### src/rtl/freq_meter_mc.sv
// Multi-channel equal-precision frequency / A-to-B interval meter.
// Edge-aligned gate, saturating counters, timeout abort, valid/ready result port.
module freq_meter_mc #(
    parameter int N_CH        = 4,
    parameter int CNT_W       = 32,
    parameter int GATE_CYC    = 100000000,
    parameter int TIMEOUT_CYC = 200000000,
    parameter int SYNC_STAGES = 2,
    localparam int SEL_W      = (N_CH > 1) ? $clog2(N_CH) : 1
) (
    input  logic             clk,
    input  logic             rst_n,
    input  logic [N_CH-1:0]  sig_in,
    input  logic             start,
    input  logic             mode,
    input  logic [SEL_W-1:0] ch_sel,
    input  logic [SEL_W-1:0] ch_sel_b,
    output logic             busy,
    output logic             res_valid,
    input  logic             res_ready,
    output logic [CNT_W-1:0] res_cnt_ref,
    output logic [CNT_W-1:0] res_cnt_sig,
    output logic [CNT_W-1:0] res_cnt_high,
    output logic             res_ovf,
    output logic             res_timeout
);

    localparam int GW = $clog2(GATE_CYC + 1);
    localparam int TW = $clog2(TIMEOUT_CYC + 1);
    localparam logic [CNT_W-1:0] CNT_MAX  = '1;
    localparam logic [GW-1:0]    GATE_LIM = GW'(GATE_CYC);
    localparam logic [TW-1:0]    TO_LAST  = TW'(TIMEOUT_CYC - 1);

    typedef enum logic [1:0] {S_IDLE, S_ARM, S_MEASURE, S_DONE} state_t;

    logic [N_CH-1:0] synced;
    logic [N_CH-1:0] delayed_reg;
    logic [N_CH-1:0] rise;

    genvar gi;
    generate
        for (gi = 0; gi < N_CH; gi++) begin : g_sync
            logic [SYNC_STAGES-1:0] chain_reg;
            always_ff @(posedge clk) begin
                if (!rst_n) chain_reg <= '0;
                else        chain_reg <= {chain_reg[SYNC_STAGES-2:0], sig_in[gi]};
            end
            assign synced[gi] = chain_reg[SYNC_STAGES-1];
        end
    endgenerate

    always_ff @(posedge clk) begin
        if (!rst_n) delayed_reg <= '0;
        else        delayed_reg <= synced;
    end
    assign rise = synced & ~delayed_reg;

    state_t             state_reg, state_next;
    logic               mode_reg, mode_next;
    logic [SEL_W-1:0]   ch_a_reg, ch_a_next, ch_b_reg, ch_b_next;
    logic [CNT_W-1:0]   cnt_ref_reg, cnt_ref_next;
    logic [CNT_W-1:0]   cnt_sig_reg, cnt_sig_next;
    logic [CNT_W-1:0]   cnt_high_reg, cnt_high_next;
    logic [GW-1:0]      gate_reg, gate_next;
    logic [TW-1:0]      to_reg, to_next;
    logic               ovf_reg, ovf_next;
    logic               res_valid_reg, res_valid_next;
    logic [CNT_W-1:0]   res_ref_reg, res_ref_next;
    logic [CNT_W-1:0]   res_sig_reg, res_sig_next;
    logic [CNT_W-1:0]   res_high_reg, res_high_next;
    logic               res_ovf_reg, res_ovf_next;
    logic               res_to_reg, res_to_next;

    logic synced_a, rise_a, rise_b, gate_reached;
    logic inc_ref, inc_high, inc_sig, inc_gate, inc_to, finish, timed_out;

    assign synced_a     = synced[ch_a_reg];
    assign rise_a       = rise[ch_a_reg];
    assign rise_b       = rise[ch_b_reg];
    // Gate length is tracked apart from cnt_ref so a saturated cnt_ref still closes on time.
    assign gate_reached = (gate_reg == GATE_LIM);

    always_ff @(posedge clk) begin
        if (!rst_n) begin
            state_reg     <= S_IDLE;
            mode_reg      <= 1'b0;
            ch_a_reg      <= '0;
            ch_b_reg      <= '0;
            cnt_ref_reg   <= '0;
            cnt_sig_reg   <= '0;
            cnt_high_reg  <= '0;
            gate_reg      <= '0;
            to_reg        <= '0;
            ovf_reg       <= 1'b0;
            res_valid_reg <= 1'b0;
            res_ref_reg   <= '0;
            res_sig_reg   <= '0;
            res_high_reg  <= '0;
            res_ovf_reg   <= 1'b0;
            res_to_reg    <= 1'b0;
        end else begin
            state_reg     <= state_next;
            mode_reg      <= mode_next;
            ch_a_reg      <= ch_a_next;
            ch_b_reg      <= ch_b_next;
            cnt_ref_reg   <= cnt_ref_next;
            cnt_sig_reg   <= cnt_sig_next;
            cnt_high_reg  <= cnt_high_next;
            gate_reg      <= gate_next;
            to_reg        <= to_next;
            ovf_reg       <= ovf_next;
            res_valid_reg <= res_valid_next;
            res_ref_reg   <= res_ref_next;
            res_sig_reg   <= res_sig_next;
            res_high_reg  <= res_high_next;
            res_ovf_reg   <= res_ovf_next;
            res_to_reg    <= res_to_next;
        end
    end

    always_comb begin
        state_next     = state_reg;
        mode_next      = mode_reg;
        ch_a_next      = ch_a_reg;
        ch_b_next      = ch_b_reg;
        cnt_ref_next   = cnt_ref_reg;
        cnt_sig_next   = cnt_sig_reg;
        cnt_high_next  = cnt_high_reg;
        gate_next      = gate_reg;
        to_next        = to_reg;
        ovf_next       = ovf_reg;
        res_valid_next = res_valid_reg;
        res_ref_next   = res_ref_reg;
        res_sig_next   = res_sig_reg;
        res_high_next  = res_high_reg;
        res_ovf_next   = res_ovf_reg;
        res_to_next    = res_to_reg;
        inc_ref        = 1'b0;
        inc_high       = 1'b0;
        inc_sig        = 1'b0;
        inc_gate       = 1'b0;
        inc_to         = 1'b0;
        finish         = 1'b0;
        timed_out      = 1'b0;

        case (state_reg)
            S_IDLE: begin
                if (start) begin
                    state_next    = S_ARM;
                    mode_next     = mode;
                    ch_a_next     = ch_sel;
                    ch_b_next     = ch_sel_b;
                    cnt_ref_next  = '0;
                    cnt_sig_next  = '0;
                    cnt_high_next = '0;
                    gate_next     = '0;
                    to_next       = '0;
                    ovf_next      = 1'b0;
                end
            end
            S_ARM: begin
                // The opening edge cycle is window cycle 0 and is counted.
                if (rise_a) begin
                    state_next = S_MEASURE;
                    inc_ref    = 1'b1;
                    inc_gate   = 1'b1;
                    inc_high   = ~mode_reg;
                    to_next    = '0;
                end else if (to_reg == TO_LAST) begin
                    finish    = 1'b1;
                    timed_out = 1'b1;
                end else begin
                    inc_to = 1'b1;
                end
            end
            S_MEASURE: begin
                if (!mode_reg) begin
                    if (rise_a && gate_reached) begin
                        inc_sig = 1'b1;
                        finish  = 1'b1;
                    end else begin
                        inc_ref  = 1'b1;
                        inc_gate = 1'b1;
                        inc_high = synced_a;
                        inc_sig  = rise_a;
                        inc_to   = gate_reached;
                    end
                end else begin
                    if (rise_b) begin
                        finish = 1'b1;
                    end else begin
                        inc_ref = 1'b1;
                        inc_to  = 1'b1;
                    end
                end
                if (inc_to && to_reg == TO_LAST) begin
                    inc_to    = 1'b0;
                    finish    = 1'b1;
                    timed_out = 1'b1;
                end
            end
            S_DONE: begin
                if (res_ready) begin
                    state_next     = S_IDLE;
                    res_valid_next = 1'b0;
                end
            end
            default: state_next = S_IDLE;
        endcase

        if (inc_ref) begin
            if (cnt_ref_reg == CNT_MAX) ovf_next = 1'b1;
            else                        cnt_ref_next = cnt_ref_reg + 1'b1;
        end
        if (inc_sig) begin
            if (cnt_sig_reg == CNT_MAX) ovf_next = 1'b1;
            else                        cnt_sig_next = cnt_sig_reg + 1'b1;
        end
        if (inc_high) begin
            if (cnt_high_reg == CNT_MAX) ovf_next = 1'b1;
            else                         cnt_high_next = cnt_high_reg + 1'b1;
        end
        if (inc_gate && !gate_reached) gate_next = gate_reg + 1'b1;
        if (inc_to)                    to_next   = to_reg + 1'b1;

        if (finish) begin
            state_next     = S_DONE;
            res_valid_next = 1'b1;
            res_ref_next   = cnt_ref_next;
            res_sig_next   = cnt_sig_next;
            res_high_next  = cnt_high_next;
            res_ovf_next   = ovf_next;
            res_to_next    = timed_out;
        end
    end

    assign busy         = (state_reg != S_IDLE);
    assign res_valid    = res_valid_reg;
    assign res_cnt_ref  = res_ref_reg;
    assign res_cnt_sig  = res_sig_reg;
    assign res_cnt_high = res_high_reg;
    assign res_ovf      = res_ovf_reg;
    assign res_timeout  = res_to_reg;

endmodule

### config.mk
export PLATFORM = sky130hd
export DESIGN_NAME = freq_meter_mc
export DESIGN_NICKNAME = d
export VERILOG_FILES = /design/src/rtl/freq_meter_mc.sv
export SDC_FILE = /design/constraint.sdc
export NUM_CORES = 1
export LEC_CHECK = 0
export ABC_CLOCK_PERIOD_IN_PS = 3800
export CAP_MARGIN = 0
export CORE_MARGIN = 4
export CORE_UTILIZATION = 37
export DETAILED_ROUTE_END_ITERATION = 12
export HOLD_SLACK_MARGIN = 0.08
export SYNTH_ARGS = -nofsm -noshare
export SYNTH_HDL_FRONTEND = slang
export SYNTH_SLANG_ARGS = --single-unit
### constraint.sdc
create_clock -name clk -period 3.8 [get_ports clk]
set_input_delay 0.38 -clock clk [delete_from_list [all_inputs] [get_ports clk]]
set_output_delay 0.38 -clock clk [all_outputs]
set_load 0.005 [all_outputs]
# Yosys cells after proc, flatten, opt, wreduce, memory -nomap -nowiden
# Cells that the tools add are included.
# totals
output_inout_bits	100
input_bits	13
reg_bits	270
elab_cells	132
# classes
addsub	5
bitwise	3
order_cmp	2
reduce_logical	17
eq_ne	13
n_mux	71
# op_table
cell	n
$mux W32	12
$add A32 B1 Y32 const B	3
$eq A32 B32 Y1 const B	3
$mux W28	3
$mux W27	3
$pmux W28 S2	1
$mux W1	38
$add A28 B1 Y28 const B	1
$eq A28 B28 Y1 const B	1
$add A27 B1 Y27 const B	1
$eq A27 B27 Y1 const B	1
$ne A3 B3 Y1 const B	5
$pmux W1 S2	6
$reduce_bool A2 Y1	5
$mux W2	4
$bmux W1 S2	3
$lt A2 B3 Y1 const B	2
$pmux W2 S3	1
$reduce_and A2 Y1	3
$and A4 B4 Y4	1
$eq A2 B2 Y1 const B	2
$not A4 Y4	1
$reduce_and A4 Y1	1
$reduce_bool A4 Y1	1
other kinds (7)	9

# Longest topological paths before layout
# Gate-level depths: netlist (run 1).
# depth
ltp_word	13
ltp_mapped	12
mapped_depth_nobuf	9

# Worst setup path after synthesis (run 1)
# Ideal clock, no wire load.
# synth_timing
kind	register to register
start	reg gate_reg[0]
end	reg res_ref_reg[22] (netlist: res_cnt_ref[22])
period_less_slack_ns	2.699
stages_incl_launch_ff	11
setup_ns	0.115
slack_ns	1.101
arrival_time_ns	2.584
required_time_ns	3.685
path_buffers	1
path_cell_list	dfxtp_1 > inv_1 > ha_1 > or4bb_1 > nor3_1 > nand4b_2 > a41oi_4 > nor2_2 > buf_6 > a221o_1 > o21ba_1
# synth_via
elab_chain_len	8
word_cells_on_any_way	14
cone_classes	1 x eq/ne; 11 x mux; 2 x reduce/logical
# synth_lines
item	line	text
start, declared	64	logic [GW-1:0] gate_reg, gate_next;
start signal, assigned	109	gate_reg <= gate_next;
$eq A27 B27 Y1 *	81	assign gate_reached = (gate_reg == GATE_LIM);
$logic_and A1 B1 Y1	178	if (rise_a && gate_reached) begin
$mux W1	178	
$mux W1	177	if (!mode_reg) begin
$mux W1	146	case (state_reg)
$logic_and A1 B1 Y1	196	if (inc_to && to_reg == TO_LAST) begin
$mux W1	196	
$pmux W1 S2	146	
end signal, assigned	113	res_ref_reg <= res_ref_next;
end, declared	68	logic [CNT_W-1:0] res_ref_reg, res_ref_next;
# Mark *: on every way between the ends. The rest lies on a longest branch, timed or not. The select of a mux whose other input is x is not followed.
# A chain may end at the register's enable or synchronous reset.

# Final worst setup path (run 1)
# layout_timing
start	reg gate_reg[0]
end	reg res_ref_reg[31] (netlist: res_cnt_ref[31])
# Same word-level chain as after synthesis.

==> out/results.txt, run 1 <==
Status = finished clean
Most common cell after layout, fill and taps aside = dfxtp_1
Maximum vdd ir drop = 0.000241 V
Clock Skew = 0.0127 ns
Post-CTS Setup Inserts = 0
Area Overhead vs Synth = 21.4%
Post-synthesis instance area = 12500 um^2
Fin Setup TNS = 0 ns
I/O Buffers = 112
Synth cell types = 79
Die area = 36800 um^2
Yosys warns = 0
All-Layer GR Usage = 0.182
Core Region = 33400 um^2
WP data required = 4.28 ns
Number of global-route vias before repair = 10800
Internal power = 4.77 mW
Cts hold-fix bufs = 0
Final WL = 34400 um
Place WS = 0.479 ns
P_leak = 5.30 nW
Final Critical Period = 3.36 ns
Yosys top cell area share = 0.433
Synth top area cells = dfxtp_1 43%, o21ai_0 5.4%, a21oi_1 5.3%
Switching Fraction = 0.230
Period utilisation layout = 0.883
Final setup violation count = 0
Starting Density = 0.374
Syn Nets = 1539
ANT nets after route = 0
DR iter-0 viols = 796
Syn Inst Count = 1516
Vias per cell = 5.44
Sw power = 1.43 mW
Worst Slack Setup Final = 0.445 ns
Endpoint class of the critical path = flip-flop
FF+latch count, synth = 270
Clk pin slew, worst setup/hold paths = 0.06 ns
Total power = 6.20 mW
Hpwl dp = 23500 um
# DRC = 0
RSZ-0062 raised after global routing = false
Antenna violations before repair = 0
Worst Max-Slew Pin Slew = 1.06 ns
Number of synthesized flops with an enable pin = 0
Main synth FF type = dfxtp_1
Largest net degree at the start of global routing = 100
Sequential fraction of design power = 0.461
CTS tree = yes
First-pass GRT wire length = 56300 um
Clock power share = 0.488
Most frequent cells in the layout = 270 x dfxtp_1, 156 x nor2_1, 138 x nand2_1, 134 x o21ai_0, 133 x a21oi_1
CTS Root Cell = clkbuf_16
I/O pins = 113
Sinks on Clock Net = 270
Share of layout cells above drive strength 1 = 0.0826
Power density cells = 409 nW/um^2
Top cell type by total area after synthesis = dfxtp_1
Die width = 192 um
Avg WL per Cell = 16.5 um
Final std cell area, no fill = 15200 um^2
Core Rows = 67
Crit-path max FO = 37
Worst hold path type = primary input to flip-flop
Max-Cap Viols = 0
Via count = 11300
Synth async-reset ratio = 0
Final slew viol count = 0
Layout Nets = 1635
Post-synthesis sequential area ratio = 0.433
Placement Cell Area = 14100 um^2
CTS resizes = 0
ANT cells = 0
Drt first pass iters = 4
Max_slew headroom = 0.291
Setup crit start kind = flip-flop
Max clock buf depth = 3
H-Tree Level Count = 1
Die height = 192 um
CP arrival = 3.83 ns
Comb power frac = 0.052
Fmax = 0.298 GHz
Final GP Congestion = 0.843
Hold Fails Final Rpt = 0
Crit Path Class = flip-flop to flip-flop
Synth Area per Inst = 8.24 um^2
Clk_lat worst skew = 0.55 ns
GRT Residual Overflow = 0
Total CTS buffers = 30
critical path: stages (launching register included):
cell,delay [ns]
dfxtp_1,0.34
inv_1,0.08
ha_1,0.14
or4bb_1,0.41
nor3_1,0.49
nand4b_2,0.25
a21boi_0,0.41
o21a_4,0.47
buf_4,0.38
o21ai_0,0.15
a21oi_1,0.14
area by class of cell:
| type | count | area [um^2] |
|---|---|---|
| Clock buffer | 43 | 901 |
| Clock inverter | 12 | 145 |
| Fill cell | 3271 | 18300 |
| Inverter | 25 | 95.1 |
| Multi-Input combinational cell | 1138 | 6640 |
| Sequential cell | 270 | 5410 |
| Tap cell | 448 | 561 |
| Timing Repair Buffer | 147 | 1420 |
metrics by stage:
stage	hold slack (ns)	std cells	utilization
final	0.248	2083	0.453
after global routing	0.236	2083	0.453
after CTS	0.213	2083	0.453
after detailed placement	0.420	2028	0.422
after global placement	0.419	2028	0.422
after floorplan	0.412	1516	-
path summary, 6_finish.rpt:
check | from | end | slack, ns | cells after the start
worst max-delay path | gate_reg[0]$_SDFFE_PN0P_ | res_cnt_ref[31]$_SDFFE_PN0P_ | 0.44 | 10
worst min-delay path | rst_n | cnt_high_reg[2]$_SDFF_PN0_ | 0.25 | 2
worst max register to register | gate_reg[0]$_SDFFE_PN0P_ | res_cnt_ref[31]$_SDFFE_PN0P_ | 0.44 | 10
worst min register to register | g_sync[0].chain_reg[0]$_SDFF_PN0_ | g_sync[0].chain_reg[1]$_SDFF_PN0_ | 0.43 | 1
power groups by stage:
| stage | Sequential, mW | Combinational [mW] | Clock, mW |
|---|---|---|---|
| after floorplan | 2.92 | 0.202 | 0 |
| after global placement | 2.92 | 0.317 | 0 |
| after detailed placement | 2.92 | 0.318 | 0 |
| after CTS | 2.86 | 0.320 | 3.10 |
| after global routing | 2.86 | 0.351 | 3.21 |
| final | 2.86 | 0.319 | 3.03 |
kinds of logic (layout without fill, tap and decap cells):
| logic type | count (synthesis) | in the layout | share of synthesized area |
|---|---|---|---|
| mux | 18 | 18 | 0.0168 |
| xor+xnor | 44 | 44 | 0.0308 |
| buf+inv | 108 | 227 | 0.0370 |
| fa+ha+maj | 10 | 10 | 0.0100 |
| compound gates | 421 | 421 | 0.206 |
| simple gates | 645 | 645 | 0.267 |
| flops | 270 | 270 | 0.433 |
metal layers:
metal | wire (um) | share of wire | vias to the layer above | track usage
met5 | 0 | 0 | - | 0
met4 | 692 | 0.020 | 0 | 0.0445
met3 | 1570 | 0.046 | 54 | 0.0254
met2 | 15100 | 0.44 | 253 | 0.284
met1 | 17100 | 0.50 | 5322 | 0.268
li1 | - | - | 5711 | -
cell usage after synthesis (14+ instances only):
| cell type | instances |
|---|---|
| a21oi_1 | 133 |
| xnor2_1 | 22 |
| or3_1 | 22 |
| nor2_1 | 156 |
| and4_1 | 18 |
| nand3_1 | 71 |
| a22oi_1 | 22 |
| and3_1 | 38 |
| xor2_1 | 22 |
| nor4_1 | 20 |
| a211oi_1 | 24 |
| clkbuf_1 | 51 |
| a31oi_1 | 20 |
| inv_1 | 25 |
| nand2_1 | 138 |
| o21ai_0 | 135 |
| mux2_2 | 14 |
| nand4_1 | 39 |
| nor3_1 | 41 |
| and2_1 | 45 |
| buf_2 | 25 |
| dfxtp_1 | 270 |
(Power assumes the default switching activity.)
==> run 2: changes to the inputs <==
--- a/config.mk
+++ b/config.mk
@@ -7,10 +7,10 @@
 export LEC_CHECK = 0
 export ABC_CLOCK_PERIOD_IN_PS = 3800
 export CAP_MARGIN = 0
-export CORE_MARGIN = 4
 export CORE_UTILIZATION = 37
 export DETAILED_ROUTE_END_ITERATION = 12
 export HOLD_SLACK_MARGIN = 0.08
+export PLACE_DENSITY = 0.63
 export SYNTH_ARGS = -nofsm -noshare
 export SYNTH_HDL_FRONTEND = slang
 export SYNTH_SLANG_ARGS = --single-unit
==> run 2 against run 1 <==
Power fell by 0.73%. Clock-buffer cell count decreased by 1. First-iteration DRC count is 2.6% lower. Routed wire length is 1.9% lower. Core utilization increased by 0.61 points. Sequential power about the same. Combinational power up 1%. Largest cell class unchanged.
==> out/results.txt, run 2 (synthesized netlist as in run 1, its figures left out) <==
WP data required = 4.23 ns
Max-Cap Viols = 0
I/O Buffers = 112
CTS Root Cell = clkbuf_16
Maximum vdd ir drop = 0.000318 V
HP Start = rst_n
Fin Setup TNS = 0 ns
Number of global-route vias before repair = 10400
Die height = 186 um
Cts hold-fix bufs = 0
GR met1 Demand/Resource = 0.272
CTS tree = yes
Drt first pass iters = 5
Comb power frac = 0.052
Hold EP = res_cnt_sig[23]$_SDFFE_PN0P_
Hpwl dp = 22900 um
Placed cells = 2019
Reg-to-Reg End = res_cnt_high[2]$_SDFFE_PN0P_
Core Rows = 66
Area Overhead vs Synth = 20.8%
Max clock buf depth = 3
Most common cell after layout, fill and taps aside = dfxtp_1
Final setup violation count = 0
Clk pin slew, worst setup/hold paths = 0.06 ns
R2R cell count = 9
Die area = 34500 um^2
Final GP Congestion = 0.875
Largest net degree at the start of global routing = 116
Hold Fails Final Rpt = 0
Worst path slowest cell = or4_4
Sequential fraction of design power = 0.464
CP bufs+invs = 1
Most frequent cells in the layout = 270 x dfxtp_1, 156 x nor2_1, 138 x nand2_1, 134 x o21ai_0, 133 x a21oi_1
Endpoint class of the critical path = flip-flop
CTS resizes = 0
Avg WL per Cell = 16.3 um
Setup crit start kind = flip-flop
Non-Filler Instances = 2073
H-Tree Level Count = 1
Worst hold path depth = 3
GRT Residual Overflow = 0
Total CTS buffers = 30
Vias per cell = 5.55
Switching Fraction = 0.230
All-Layer GR Usage = 0.193
Final WL = 33700 um
Delay of the slowest cell on the worst path = 0.59 ns
Period utilisation layout = 0.865
Status = finished clean
Starting Density = 0.380
Worst R2R Start = to_reg[0]$_SDFFE_PN0P_
Global routing usage on met2 = 0.308
P_leak = 5.28 nW
Final slew viol count = 0
Antenna violations before repair = 0
CP arrival = 3.72 ns
Worst Slack Setup Final = 0.514 ns
ANT cells = 0
Die width = 186 um
Worst Max-Slew Pin Slew = 1.30 ns
# DRC = 0
RSZ-0062 raised after global routing = false
Layout Nets = 1632
ANT nets after route = 0
Core Region = 32900 um^2
Filler cells = 3269
Final Critical Period = 3.29 ns
Worst hold path type = primary input to flip-flop
Post-CTS Setup Inserts = 0
Met3 Usage GRT = 0.0301
Total power = 6.16 mW
Fmax = 0.304 GHz
Sw power = 1.42 mW
Gr busiest metal = met2
Clock power share = 0.483
Crit-path leading delay family = simple AND/OR/NAND/NOR gates
Place WS = 0.555 ns
DR iter-0 viols = 775
Share of layout cells above drive strength 1 = 0.0797
Power density cells = 408 nW/um^2
R2R Setup Slk = 0.51 ns
Crit-path cells = ha_1 > nand3_1 > or4_1 > or4_4 > a21oi_1 > o21a_4 > buf_12 > o21ai_0 > o221a_2
I/O pins = 113
Crit Path Class = flip-flop to flip-flop
Sinks on Clock Net = 270
Clk_lat worst skew = 0.55 ns
Max_slew headroom = 0.131
Via count = 11500
First-pass GRT wire length = 54200 um
Internal power = 4.74 mW
Clock Skew = 0.0193 ns
Crit-path max FO = 105
==> run 2: area by class of cell <==
| class | count | area [um^2] | share of cell area |
|---|---|---|---|
| Inverter | 25 | 95.1 | 0.00630 |
| Sequential cell | 270 | 5410 | 0.358 |
| Tap cell | 442 | 553 | 0.0366 |
| Clock buffer | 42 | 877 | 0.0581 |
| Timing Repair Buffer | 144 | 1380 | 0.0916 |
| Multi-Input combinational cell | 1138 | 6640 | 0.440 |
| Clock inverter | 12 | 148 | 0.00978 |
==> run 2: worst max path at each step <==
stage,start,end,slack [ns],cells after the start
3_5_place_dp,to_reg[0]$_SDFFE_PN0P_,res_cnt_high[2]$_SDFFE_PN0P_,0.56,9
6_report,to_reg[0]$_SDFFE_PN0P_,res_cnt_high[2]$_SDFFE_PN0P_,0.51,9
5_1_grt,to_reg[0]$_SDFFE_PN0P_,res_cnt_high[2]$_SDFFE_PN0P_,0.31,9
2_1_floorplan,gate_reg[0]$_SDFFE_PN0P_,res_cnt_ref[22]$_SDFFE_PN0P_,1.10,10
3_3_place_gp,to_reg[0]$_SDFFE_PN0P_,res_cnt_high[2]$_SDFFE_PN0P_,0.71,9
4_1_cts,to_reg[0]$_SDFFE_PN0P_,res_cnt_high[2]$_SDFFE_PN0P_,0.54,9
==> run 2: power groups by stage <==
stage	registers, mW	logic (mW)	clock network (mW)
floorplan	2.92	0.202	0
global placement	2.92	0.314	0
CTS	2.86	0.321	3.03
global route	2.86	0.348	3.16
detailed placement	2.92	0.318	0
finish	2.86	0.323	2.98
==> run 2: routing by layer <==
layer | part of all wire | vias to the layer above
met4 | 0.015 | 0
met1 | 0.49 | 5479
met5 | 0 | -
li1 | - | 5720
met3 | 0.047 | 35
met2 | 0.45 | 261
==> run 2: worst register-to-register path, cell delays in order, from the launching register on <==
cell and delay [ns]:
dfxtp_1 0.40, ha_1 0.24, nand3_1 0.12, or4_1 0.58, or4_4 0.59, a21oi_1 0.28
o21a_4 0.21, buf_12 0.33, o21ai_0 0.19, o221a_2 0.24
==> run 2: stage by stage <==
stage / util / hold slack, ns / area [um^2]
floorplan: - / 0.412 / 12500
global placement: 0.428 / 0.418 / 14100
detailed placement: 0.428 / 0.422 / 14100
CTS: 0.459 / 0.171 / 15100
global route: 0.459 / 0.185 / 15100
finish: 0.459 / 0.189 / 15100
